===== src/rtl/apb_spi_pkg.sv =====
// apb_spi_pkg: register map constants and shared types for the APB SPI
// peripherals (receiver now, transmitter later).
//   REG_*      byte offsets within the peripheral window
//   CTRL_*     bit positions in the CTRL/STAT register
//   LEVEL_LSB  low bit of the FIFO level field in CTRL/STAT
//   DATA_VALID position of the valid flag in a DATA read
package apb_spi_pkg;

  localparam logic [7:0] REG_CTRL = 8'h00;
  localparam logic [7:0] REG_DATA = 8'h04;

  localparam int unsigned CTRL_MSB    = 0;
  localparam int unsigned CTRL_NEMPTY = 1;
  localparam int unsigned CTRL_FULL   = 2;
  localparam int unsigned CTRL_OVF    = 3;
  localparam int unsigned CTRL_FLUSH  = 4;
  localparam int unsigned CTRL_IRQEN  = 5;
  localparam int unsigned LEVEL_LSB   = 8;
  localparam int unsigned DATA_VALID  = 8;

  // APB slave phase: idle, or one wait state completed and responding
  typedef enum logic {
    APB_IDLE,
    APB_RESP
  } apb_phase_e;

endpackage


===== src/rtl/apb_spi_slave_rx_if.sv =====
// apb_spi_slave_rx_if: APB bus signals for the SPI receive peripheral.
//   psel/penable/pwrite/paddr/pwdata : master -> slave
//   prdata/pready                    : slave  -> master
interface apb_spi_slave_rx_if;

  logic        psel;
  logic        penable;
  logic        pwrite;
  logic [7:0]  paddr;
  logic [31:0] pwdata;
  logic [31:0] prdata;
  logic        pready;

  modport master (
    output psel, penable, pwrite, paddr, pwdata,
    input  prdata, pready
  );

  modport slave (
    input  psel, penable, pwrite, paddr, pwdata,
    output prdata, pready
  );

endinterface


===== src/rtl/spi_rx_fifo.sv =====
// spi_rx_fifo: synchronous FIFO for received SPI bytes.
//   clk, rst_i (async active-low)
//   push_i/data_i : write; ignored when full unless a pop happens the same cycle
//   pop_i         : read; ignored when empty
//   flush_i       : empty the FIFO; overrides a simultaneous push
//   data_o        : head entry (meaningful only when not empty)
//   full_o, empty_o, level_o (clog2(FIFO_DEPTH)+1 bits)
module spi_rx_fifo #(
  parameter int unsigned FIFO_DEPTH = 8,
  parameter int unsigned WIDTH      = 8
) (
  input  logic                            clk,
  input  logic                            rst_i,
  input  logic                            push_i,
  input  logic                            pop_i,
  input  logic                            flush_i,
  input  logic [WIDTH-1:0]                data_i,
  output logic [WIDTH-1:0]                data_o,
  output logic                            full_o,
  output logic                            empty_o,
  output logic [$clog2(FIFO_DEPTH):0]     level_o
);

  localparam int unsigned AW = $clog2(FIFO_DEPTH);
  localparam int unsigned LW = AW + 1;

  logic [WIDTH-1:0] mem_q [FIFO_DEPTH];
  logic [AW-1:0]    wr_ptr_q, rd_ptr_q;
  logic [LW-1:0]    level_q, level_d;
  logic             do_push, do_pop;

  assign empty_o = (level_q == '0);
  assign full_o  = (level_q == LW'(FIFO_DEPTH));
  assign level_o = level_q;
  assign data_o  = mem_q[rd_ptr_q];

  assign do_pop  = pop_i & ~empty_o;
  assign do_push = push_i & (~full_o | do_pop);

  always_comb begin
    level_d = level_q;
    case ({do_push, do_pop})
      2'b10:   level_d = level_q + LW'(1);
      2'b01:   level_d = level_q - LW'(1);
      default: level_d = level_q;
    endcase
  end

  always_ff @(posedge clk or negedge rst_i) begin
    if (!rst_i) begin
      wr_ptr_q <= '0;
      rd_ptr_q <= '0;
      level_q  <= '0;
    end else if (flush_i) begin
      wr_ptr_q <= '0;
      rd_ptr_q <= '0;
      level_q  <= '0;
    end else begin
      // Depth is a power of two, so pointer overflow is the modulo wrap
      if (do_push) wr_ptr_q <= wr_ptr_q + AW'(1);
      if (do_pop)  rd_ptr_q <= rd_ptr_q + AW'(1);
      level_q <= level_d;
    end
  end

  always_ff @(posedge clk) begin
    if (do_push && !flush_i) mem_q[wr_ptr_q] <= data_i;
  end

endmodule


===== src/rtl/apb_spi_slave_rx.sv =====
// apb_spi_slave_rx: SPI mode-3 receive-only slave with an APB register view.
// SPI inputs are synchronised and oversampled in the clk domain; completed
// bytes go into spi_rx_fifo, read via DATA (0x04), status/control at CTRL (0x00).
//   clk, rst_i (async active-low)
//   apb                          : APB slave (one wait state, pready for one cycle)
//   spi_sck, spi_mosi, spi_cs_n  : asynchronous SPI pins
//   irq                          : only when SPI_RX_IRQ_EN is defined
module apb_spi_slave_rx
  import apb_spi_pkg::*;
#(
  parameter int unsigned FIFO_DEPTH  = 8,
  parameter int unsigned SYNC_STAGES = 2
) (
  input  logic               clk,
  input  logic               rst_i,
  apb_spi_slave_rx_if.slave  apb,
  input  logic               spi_sck,
  input  logic               spi_mosi,
  input  logic               spi_cs_n
`ifdef SPI_RX_IRQ_EN
  ,
  output logic               irq
`endif
);

  localparam int unsigned LW = $clog2(FIFO_DEPTH) + 1;

  apb_phase_e             state_q;
  logic [SYNC_STAGES-1:0] sck_sync_q, mosi_sync_q, cs_sync_q;
  logic                   sck_prev_q;
  logic [2:0]             cnt_q;
  logic [7:0]             shreg_q, shift_d;
  logic                   msb_q, ovf_q;
  logic                   sck_s, mosi_s, cs_s, sck_rise;
  logic                   push, pop, flush, drop, ovf_clr;
  logic                   acc_fire, wr_ctrl, rd_data;
  logic [7:0]             head;
  logic                   full, empty;
  logic [LW-1:0]          level;
  logic [31:0]            ctrl_rd, data_rd, prdata_d;
  logic                   unused_pwdata;
`ifdef SPI_RX_IRQ_EN
  logic                   irq_en_q, irq_q;
`endif

  assign sck_s  = sck_sync_q[SYNC_STAGES-1];
  assign mosi_s = mosi_sync_q[SYNC_STAGES-1];
  assign cs_s   = cs_sync_q[SYNC_STAGES-1];

  assign sck_rise = sck_s & ~sck_prev_q & ~cs_s;
  assign shift_d  = msb_q ? {shreg_q[6:0], mosi_s} : {mosi_s, shreg_q[7:1]};
  assign push     = sck_rise & (cnt_q == 3'd7);

  // Side effects happen in the pready cycle; psel low there aborts the access
  assign acc_fire = (state_q == APB_RESP) & apb.psel;
  assign wr_ctrl  = acc_fire & apb.pwrite & (apb.paddr == REG_CTRL);
  assign rd_data  = acc_fire & ~apb.pwrite & (apb.paddr == REG_DATA);
  assign flush    = wr_ctrl & apb.pwdata[CTRL_FLUSH];
  assign ovf_clr  = wr_ctrl & apb.pwdata[CTRL_OVF];
  assign pop      = rd_data & ~empty;
  assign drop     = push & full & ~pop & ~flush;

  assign unused_pwdata = ^{apb.pwdata[31:5], apb.pwdata[2:1]};

  spi_rx_fifo #(
    .FIFO_DEPTH (FIFO_DEPTH),
    .WIDTH      (8)
  ) u_fifo (
    .clk     (clk),
    .rst_i   (rst_i),
    .push_i  (push),
    .pop_i   (pop),
    .flush_i (flush),
    .data_i  (shift_d),
    .data_o  (head),
    .full_o  (full),
    .empty_o (empty),
    .level_o (level)
  );

  always_comb begin
    ctrl_rd = '0;
    ctrl_rd[CTRL_MSB]    = msb_q;
    ctrl_rd[CTRL_NEMPTY] = ~empty;
    ctrl_rd[CTRL_FULL]   = full;
    ctrl_rd[CTRL_OVF]    = ovf_q;
`ifdef SPI_RX_IRQ_EN
    ctrl_rd[CTRL_IRQEN]  = irq_en_q;
`endif
    ctrl_rd[LEVEL_LSB +: LW] = level;

    data_rd = '0;
    if (!empty) begin
      data_rd[7:0]        = head;
      data_rd[DATA_VALID] = 1'b1;
    end

    prdata_d = '0;
    if (acc_fire && !apb.pwrite) begin
      if (apb.paddr == REG_CTRL)      prdata_d = ctrl_rd;
      else if (apb.paddr == REG_DATA) prdata_d = data_rd;
    end
  end

  assign apb.pready = acc_fire;
  assign apb.prdata = prdata_d;

  always_ff @(posedge clk or negedge rst_i) begin
    if (!rst_i) begin
      state_q     <= APB_IDLE;
      sck_sync_q  <= '1;
      cs_sync_q   <= '1;
      mosi_sync_q <= '0;
      sck_prev_q  <= 1'b1;
      cnt_q       <= '0;
      shreg_q     <= '0;
      msb_q       <= 1'b1;
      ovf_q       <= 1'b0;
`ifdef SPI_RX_IRQ_EN
      irq_en_q    <= 1'b0;
      irq_q       <= 1'b0;
`endif
    end else begin
      sck_sync_q  <= {sck_sync_q[SYNC_STAGES-2:0], spi_sck};
      cs_sync_q   <= {cs_sync_q[SYNC_STAGES-2:0], spi_cs_n};
      mosi_sync_q <= {mosi_sync_q[SYNC_STAGES-2:0], spi_mosi};
      sck_prev_q  <= sck_s;

      case (state_q)
        APB_IDLE: if (apb.psel && apb.penable) state_q <= APB_RESP;
        default:  state_q <= APB_IDLE;
      endcase

      if (cs_s) begin
        cnt_q <= '0;
      end else if (sck_rise) begin
        cnt_q   <= cnt_q + 3'd1;
        shreg_q <= shift_d;
      end

      if (wr_ctrl) msb_q <= apb.pwdata[CTRL_MSB];

      // Set after clear so a simultaneous drop keeps overflow asserted
      if (ovf_clr) ovf_q <= 1'b0;
      if (drop)    ovf_q <= 1'b1;

`ifdef SPI_RX_IRQ_EN
      if (wr_ctrl) irq_en_q <= apb.pwdata[CTRL_IRQEN];
      irq_q <= irq_en_q & (~empty | ovf_q);
`endif
    end
  end

`ifdef SPI_RX_IRQ_EN
  assign irq = irq_q;
`endif

endmodule


===== src/flat_wrapper.sv =====
// flat-port wrapper written by rule: the top's interface ports become plain ports
module apb_spi_slave_rx_flat import apb_spi_pkg::*;
#(
  parameter int unsigned FIFO_DEPTH  = 8,
  parameter int unsigned SYNC_STAGES = 2
)
  (clk, rst_i, spi_sck, spi_mosi, spi_cs_n, apb_psel, apb_penable, apb_pwrite, apb_paddr, apb_pwdata, apb_prdata, apb_pready);
  apb_spi_slave_rx_if apb_i ();
  input  logic clk;
  input  logic rst_i;
  input  logic spi_sck;
  input  logic spi_mosi;
  input  logic spi_cs_n;
  input wire logic [$bits(apb_i.psel)-1:0] apb_psel;
  input wire logic [$bits(apb_i.penable)-1:0] apb_penable;
  input wire logic [$bits(apb_i.pwrite)-1:0] apb_pwrite;
  input wire logic [$bits(apb_i.paddr)-1:0] apb_paddr;
  input wire logic [$bits(apb_i.pwdata)-1:0] apb_pwdata;
  output wire logic [$bits(apb_i.prdata)-1:0] apb_prdata;
  output wire logic [$bits(apb_i.pready)-1:0] apb_pready;
  assign apb_i.psel = apb_psel;
  assign apb_i.penable = apb_penable;
  assign apb_i.pwrite = apb_pwrite;
  assign apb_i.paddr = apb_paddr;
  assign apb_i.pwdata = apb_pwdata;
  assign apb_prdata = apb_i.prdata;
  assign apb_pready = apb_i.pready;
  apb_spi_slave_rx #(.FIFO_DEPTH(FIFO_DEPTH), .SYNC_STAGES(SYNC_STAGES)) u_core (.clk(clk), .rst_i(rst_i), .apb(apb_i), .spi_sck(spi_sck), .spi_mosi(spi_mosi), .spi_cs_n(spi_cs_n));
endmodule

===== config.mk =====
export PLATFORM = sky130hd
export DESIGN_NAME = apb_spi_slave_rx_flat
export DESIGN_NICKNAME = d
export VERILOG_FILES = /design/src/rtl/apb_spi_pkg.sv /design/src/rtl/apb_spi_slave_rx_if.sv /design/src/rtl/spi_rx_fifo.sv /design/src/rtl/apb_spi_slave_rx.sv /design/src/flat_wrapper.sv
export SDC_FILE = /design/constraint.sdc
export NUM_CORES = 1
export LEC_CHECK = 0
export CAP_MARGIN = 20
export CORE_ASPECT_RATIO = 1.5
export CORE_MARGIN = 2
export CORE_UTILIZATION = 52
export DETAILED_ROUTE_END_ITERATION = 8
export GPL_ROUTABILITY_DRIVEN = 0
export PLACE_DENSITY = 0.8
export SYNTH_ARGS = -nofsm -noshare
export SYNTH_HDL_FRONTEND = slang
export SYNTH_SLANG_ARGS = --single-unit
export TNS_END_PERCENT = 20

===== constraint.sdc =====
create_clock -name clk -period 3.4 [get_ports clk]
set_clock_uncertainty 0.1 [all_clocks]
set_input_delay 0.68 -clock clk [delete_from_list [all_inputs] [get_ports clk]]
set_output_delay 0.68 -clock clk [all_outputs]
set_load 0.01 [all_outputs]

* Yosys cells after proc, flatten, opt, wreduce, memory -nomap -nowiden
Memories as Yosys holds them, arrays and structs flattened.
Cells that the tools add are included.
** Operators by class
- Add/sub/neg operators :: 5
- Equality and inequality tests :: 5
- Mux-type cells :: 19
- Bitwise operators :: 24
- Reductions and logical operators :: 13
** Operators with widths (number)
- $mux 32 :: 2
- $mux 3 :: 6
- $mux 9 :: 2
- $and 1x1->1 :: 16
- $add 3x1->3 const B :: 3
- $eq 8x3->1 const B :: 1
- $logic_not 8->1 :: 1
- $mux 8 :: 1
- $pmux 4 s2 :: 1
- $reduce_bool 2->1 :: 4
- $not 1->1 :: 7
- $mux 1 :: 6
- $add 4x1->4 const B :: 1
- $eq 4x4->1 const B :: 1
- $logic_not 4->1 :: 1
- $mux 4 :: 1
- $sub 4x1->4 const B :: 1
- $eq 3x3->1 const B :: 1
- $logic_and 1x1->1 :: 3
- $reduce_bool 3->1 :: 1
- $eq 2x1->1 const B :: 1
- $eq 2x2->1 const B :: 1
- $logic_not 1->1 :: 2
- $reduce_and 2->1 :: 1
- $or 1x1->1 :: 1
** Storage, ports and cells
- Register bits after elaboration :: 31
- Memory bits (writable) :: 64
- Output and inout bits :: 33
- Word-level logic and storage cells :: 79
- Memories kept :: 1
** Memory list
- u_core.u_fifo.mem_q :: words 8, width 8, read ports 1, clocked after Yosys merged registers in 0, wr ports 1, line spi_rx_fifo.sv:27 : logic [WIDTH-1:0] mem_q [FIFO_DEPTH];

* Logic depth before layout (Yosys ltp)
- Depth after elaboration :: 10
- Gate-level depth with buffers :: 12

* Cells and area by module
A second synthesis with hierarchy kept.
** Unflattened totals
- Cell total of the unflattened synthesis :: 280
- Area, all modules :: 4430.5 um^2
** By module, submodules not included
- spi_rx_fifo :: instances 1, cells an instance 171, area an instance 3165.5 um^2, sequential area each 2172.1 um^2
- apb_spi_slave_rx :: instances 1, cells an instance 109, area an instance 1265.0 um^2, sequential area each 533.0 um^2

* Worst setup path after synthesis
No wires, ideal clock.
- Path type :: input port to flip-flop
- Start :: in apb_paddr[5]
- End :: reg u_core.u_fifo.level_q[3] (netlist: u_core.u_fifo.level_o[3])
- Library setup time :: 0.077 ns
- Arrival time :: 2.863 ns
- Data required time :: 3.223 ns
- Path slack :: 0.359 ns
- Stages :: 10
- Cell sequence :: nor4_4 > and4b_4 > nand2_1 > inv_1 > ha_1 > ha_1 > a31oi_1 > nor2b_1 > or4_1 > a21oi_1
** Between the ends
- Longest elaborated chain between the ends :: 9
** RTL lines
- from (decl) :: line flat_wrapper.sv:17 : input wire logic [$bits(apb_i.paddr)-1:0] apb_paddr;
- $eq 8x3->1 :: line apb_spi_slave_rx.sv:57 : assign rd_data = acc_fire & ~apb.pwrite & (apb.paddr == REG_DATA);
- $and 1x1->1 :: line apb_spi_slave_rx.sv:57
- $and 1x1->1 :: line apb_spi_slave_rx.sv:60 : assign pop = rd_data & ~empty;
- $and 1x1->1 :: line spi_rx_fifo.sv:37 : assign do_pop = pop_i & ~empty_o;
- $or 1x1->1 :: line spi_rx_fifo.sv:38 : assign do_push = push_i & (~full_o | do_pop);
- $and 1x1->1 :: line spi_rx_fifo.sv:38
- $eq 2x1->1 or $eq 2x2->1 (tied branches) :: line spi_rx_fifo.sv:42 : case ({do_push, do_pop})
- $pmux 4 s2 :: line spi_rx_fifo.sv:42
- $mux 4 :: line spi_rx_fifo.sv:54 : end else if (flush_i) begin
- to (signal assigned) :: line spi_rx_fifo.sv:62 : level_q <= level_d;
- to (decl) :: line spi_rx_fifo.sv:29 : logic [LW-1:0] level_q, level_d;
Parallel ways exist; a longest one is shown, timed or not.
A chain may end at the register's enable or synchronous reset.

* Worst setup path in the final report
- Start :: in apb_paddr[6]
- End :: out apb_prdata[0]
** Between the ends
- Longest elaborated chain between the ends :: 4
** RTL lines
- $eq 8x3->1 :: line apb_spi_slave_rx.sv:101 : else if (apb.paddr == REG_DATA) prdata_d = data_rd;
- $mux 9 :: line apb_spi_slave_rx.sv:101
- $mux 32 * :: line apb_spi_slave_rx.sv:100 : if (apb.paddr == REG_CTRL) prdata_d = ctrl_rd;
- $mux 32 * :: line apb_spi_slave_rx.sv:99 : if (acc_fire && !apb.pwrite) begin
- to (decl) :: line flat_wrapper.sv:19 : output wire logic [$bits(apb_i.prdata)-1:0] apb_prdata;
Every way passes the cells marked *; elsewhere a longest branch is shown, timed or not.

==> results.tsv <==
metric	value	unit
First DRT Iteration DRCs	161	
htree depth	3	
CTS Buf Count	9	
CP max-delay cell	clkdlybuf4s50_1	
die width	78.4	um
status	finished, final reports clean	
worst min path class	flop to flop	
MaxCap Viol Count	0	
# DRC	0	
post-route cell area	5160	sq um
RSZ-0062 raised after global routing	yes	
GRT overflow	0	
area share of the largest cell type after synthesis	44.5	%
layout cells sized above 1	29.6	%
clk slew on worst S/H paths	0.06	ns
drt total wl	7.98	mm
Startpoint Class	primary input	
Worst slew margin	63.4	%
# diodes	0	
routed len/inst	17.7	um
Post-synth EDFFs	64	
Core Region	8060	sq um
root buffer cell	clkbuf_16	
Final period util	98.0	%
Req. time, crit path	2.62	ns
Placed Area	4890	sq um
final setup violation count	0	
P_int	1.97	mW
Cell Chain, Critical Path	clkdlybuf4s50_1 -> nor4_4 -> buf_4 -> nand3b_1 -> nor3_2 -> buf_4 -> buf_4 -> o2bb2ai_1 -> clkbuf_2	
largest net degree at the start of global routing	32	
prevailing post-synth register cell	edfxtp_1	
Async SR Flop Fraction	32.6	%
post-layout util	64.0	%
ANT nets after route	0	
register bit total from synthesis	95	
Final Hold Fails	0	
Post-Syn Instances	273	
Largest stage delay, worst path	0.45	ns
dpl cells	432	
Leak	2.04	nW
Initial Utilization	53.6	%
GR Util All Layers	18.7	%
First-pass DRT Iterations	4	
Clk Latency, worst-skew pair	0.33	ns
pre-CTS WS	-0.208	ns
Setup CP Type	primary input to output pin	
cell family with most CP delay	buffers and inverters	
Buf/Inv on CP	5	
CTS tree	yes	
Synth Warn #	0	
Max Root-Sink Buffers	2	
Cell Area, Synth	4320	sq um
sequential share of power	55.1	%
Layout Cells excl Fill	450	
# nets final	396	
VDD IR-drop max	0.374	mV
PortBufs	31	
CP Capture Type	output pin	
Worst Max-Slew Pin Slew	0.550	ns
fin crit period	3.33	ns
worst hold slack	0.250	ns
first-pass GRT wire length	12.5	mm
top cells by area, synth	edfxtp_1 (44%), dfrtp_1 (14%), mux4_2 (8.3%)	
Vias/cell	5.48	
die area	9070	sq um
fmax	300	MHz
clock power share	36.5	%
Comb power frac	8.4	%
crit path DAT	2.55	ns
max-slew violations	0	
number of library cell types mapped by synthesis	50	
Chip Height	116	um
area grow syn2layout	19.3	%
Yosys top cell by area	edfxtp_1	
vias in the first global route	2519	
switching share of total power	22.1	%
IO Count	81	
syn avg cell area	15.8	sq um
# rows	40	
critical path peak fanout	3	
PwrDens	491	nW/um^2
fillers	584	
Detailed Place HPWL	5.63	mm
PnR worst setup slack	0.0681	ns
most frequent CP cell	buf_4	
Net Sw Power	0.560	mW
# clock sinks	95	
post-synthesis sequential area ratio	62.6	%
vias	2464	
antenna violations before repair	0	
==> registers in the layout, indices dropped and copies added, names as in the netlist, 3 cells and up <==
signal,cells
u_core.u_fifo.mem_q,64
u_core.u_fifo.wr_ptr_q,3
u_core.u_fifo.rd_ptr_q,3
u_core.cnt_q,3
u_core.u_fifo.level_o,4
u_core.shreg_q,8
==> synth_stat cells, drive strengths merged (3+ instances only) <==
master and count:
mux2 17, nor2 12, dfstp 6, nor3 6, nor4 6, o2bb2ai 3, xor2 3, dfrtp 25
o21ai 8, inv 5, mux4 16, and2 6, mux2i 14, buf 25, edfxtp 64, nand3 3
nand2 5, clkbuf 3, ha 8, a21oi 7, nand2b 4
==> final cells by class <==
| cell class | count | area, sq um | area share (%) |
|---|---|---|---|
| timing repair buffer | 65 | 542 | 10.5 |
| tap | 105 | 131 | 2.55 |
| sequential | 95 | 2710 | 52.5 |
| clock buffer | 12 | 246 | 4.78 |
| multi-input combinational | 164 | 1480 | 28.8 |
| clock inverter | 4 | 30.0 | 0.582 |
| inverter | 5 | 18.8 | 0.364 |
==> routing by layer <==
metal | track usage (%) | share of wire [%] | vias to the layer above
met3 | 3.66 | 5.2 | 8
li1 | - | - | 1144
met2 | 34.1 | 54 | 86
met5 | 0 | 0 | -
met1 | 21.8 | 39 | 1226
met4 | 7.49 | 1.4 | 0
==> worst paths after layout <==
kind	start	end	slack, ns	depth (start not counted)
min in group asynchronous	rst_i	u_core.u_fifo.level_o[0]$_DFFE_PN0P_	0.64	2
worst min register to register	u_core.mosi_sync_q[0]$_DFF_PN0_	u_core.mosi_sync_q[1]$_DFF_PN0_	0.25	0
max in group asynchronous	rst_i	u_core.msb_q$_DFFE_PN1P_	2.23	2
worst max-delay path	apb_paddr[6]	apb_prdata[0]	0.07	9
worst max register to register	u_core.u_fifo.level_o[1]$_DFFE_PN0P_	u_core.u_fifo.level_o[3]$_DFFE_PN0P_	0.54	10
worst min-delay path	u_core.mosi_sync_q[0]$_DFF_PN0_	u_core.mosi_sync_q[1]$_DFF_PN0_	0.25	0
==> layout by cell type, fill, tap and decap left out, drive strengths merged, types with 2 or more instances in the layout <==
cell	count
mux2i	14
conb	20
mux2	17
inv	7
dfstp	6
xor2	3
clkbuf	16
nand3	3
buf	34
nor3	6
o21ai	8
nand2	5
a31oi	2
o2bb2ai	3
mux4	16
a21oi	7
dlygate4sd2	5
or4	2
nand2b	4
or3	2
and2	6
dfrtp	25
edfxtp	64
clkdlybuf4s50	19
nor4	6
nand4b	2
o31ai	2
clkdlybuf4s15	2
nor2b	2
ha	8
nor2	12
==> power by group through the flow <==
stage	registers (mW)	logic [mW]	clock network (mW)
5_1_grt	1.40	0.236	0.983
2_1_floorplan	1.41	0.148	0
3_5_place_dp	1.42	0.210	0
4_1_cts	1.39	0.212	0.940
6_report	1.40	0.212	0.924
3_3_place_gp	1.41	0.195	0
==> through the flow <==
stage               total power [mW]  TNS [ns]
floorplan                       1.55         0
global placement                1.61     -1.64
detailed placement              1.63     -1.94
CTS                             2.55    -0.155
global route                    2.62    -0.218
finish                          2.53         0
==> kinds of logic (layout without fill, tap and decap cells) <==
family          after synthesis  after routing  share of synthesized area [%]
fa+ha+maj                     8              8                           2.32
other cells                   1             20                         0.0868
simple gates                 56             56                           8.74
xor+xnor                      4              4                          0.811
compound gates               29             29                           4.63
mux                          47             47                           16.0
buf+inv                      33             86                           4.81
flops                        95             95                           62.6
==> what timing repair did <==
item,4_1_cts,5_1_grt
endpoints found under the setup margin,12,4
gates resized for setup,13,11
cloned,0,0
hold buffers,0,0
pin swaps,1,2
buffers inserted,1,1
(Power assumes the default switching activity.)
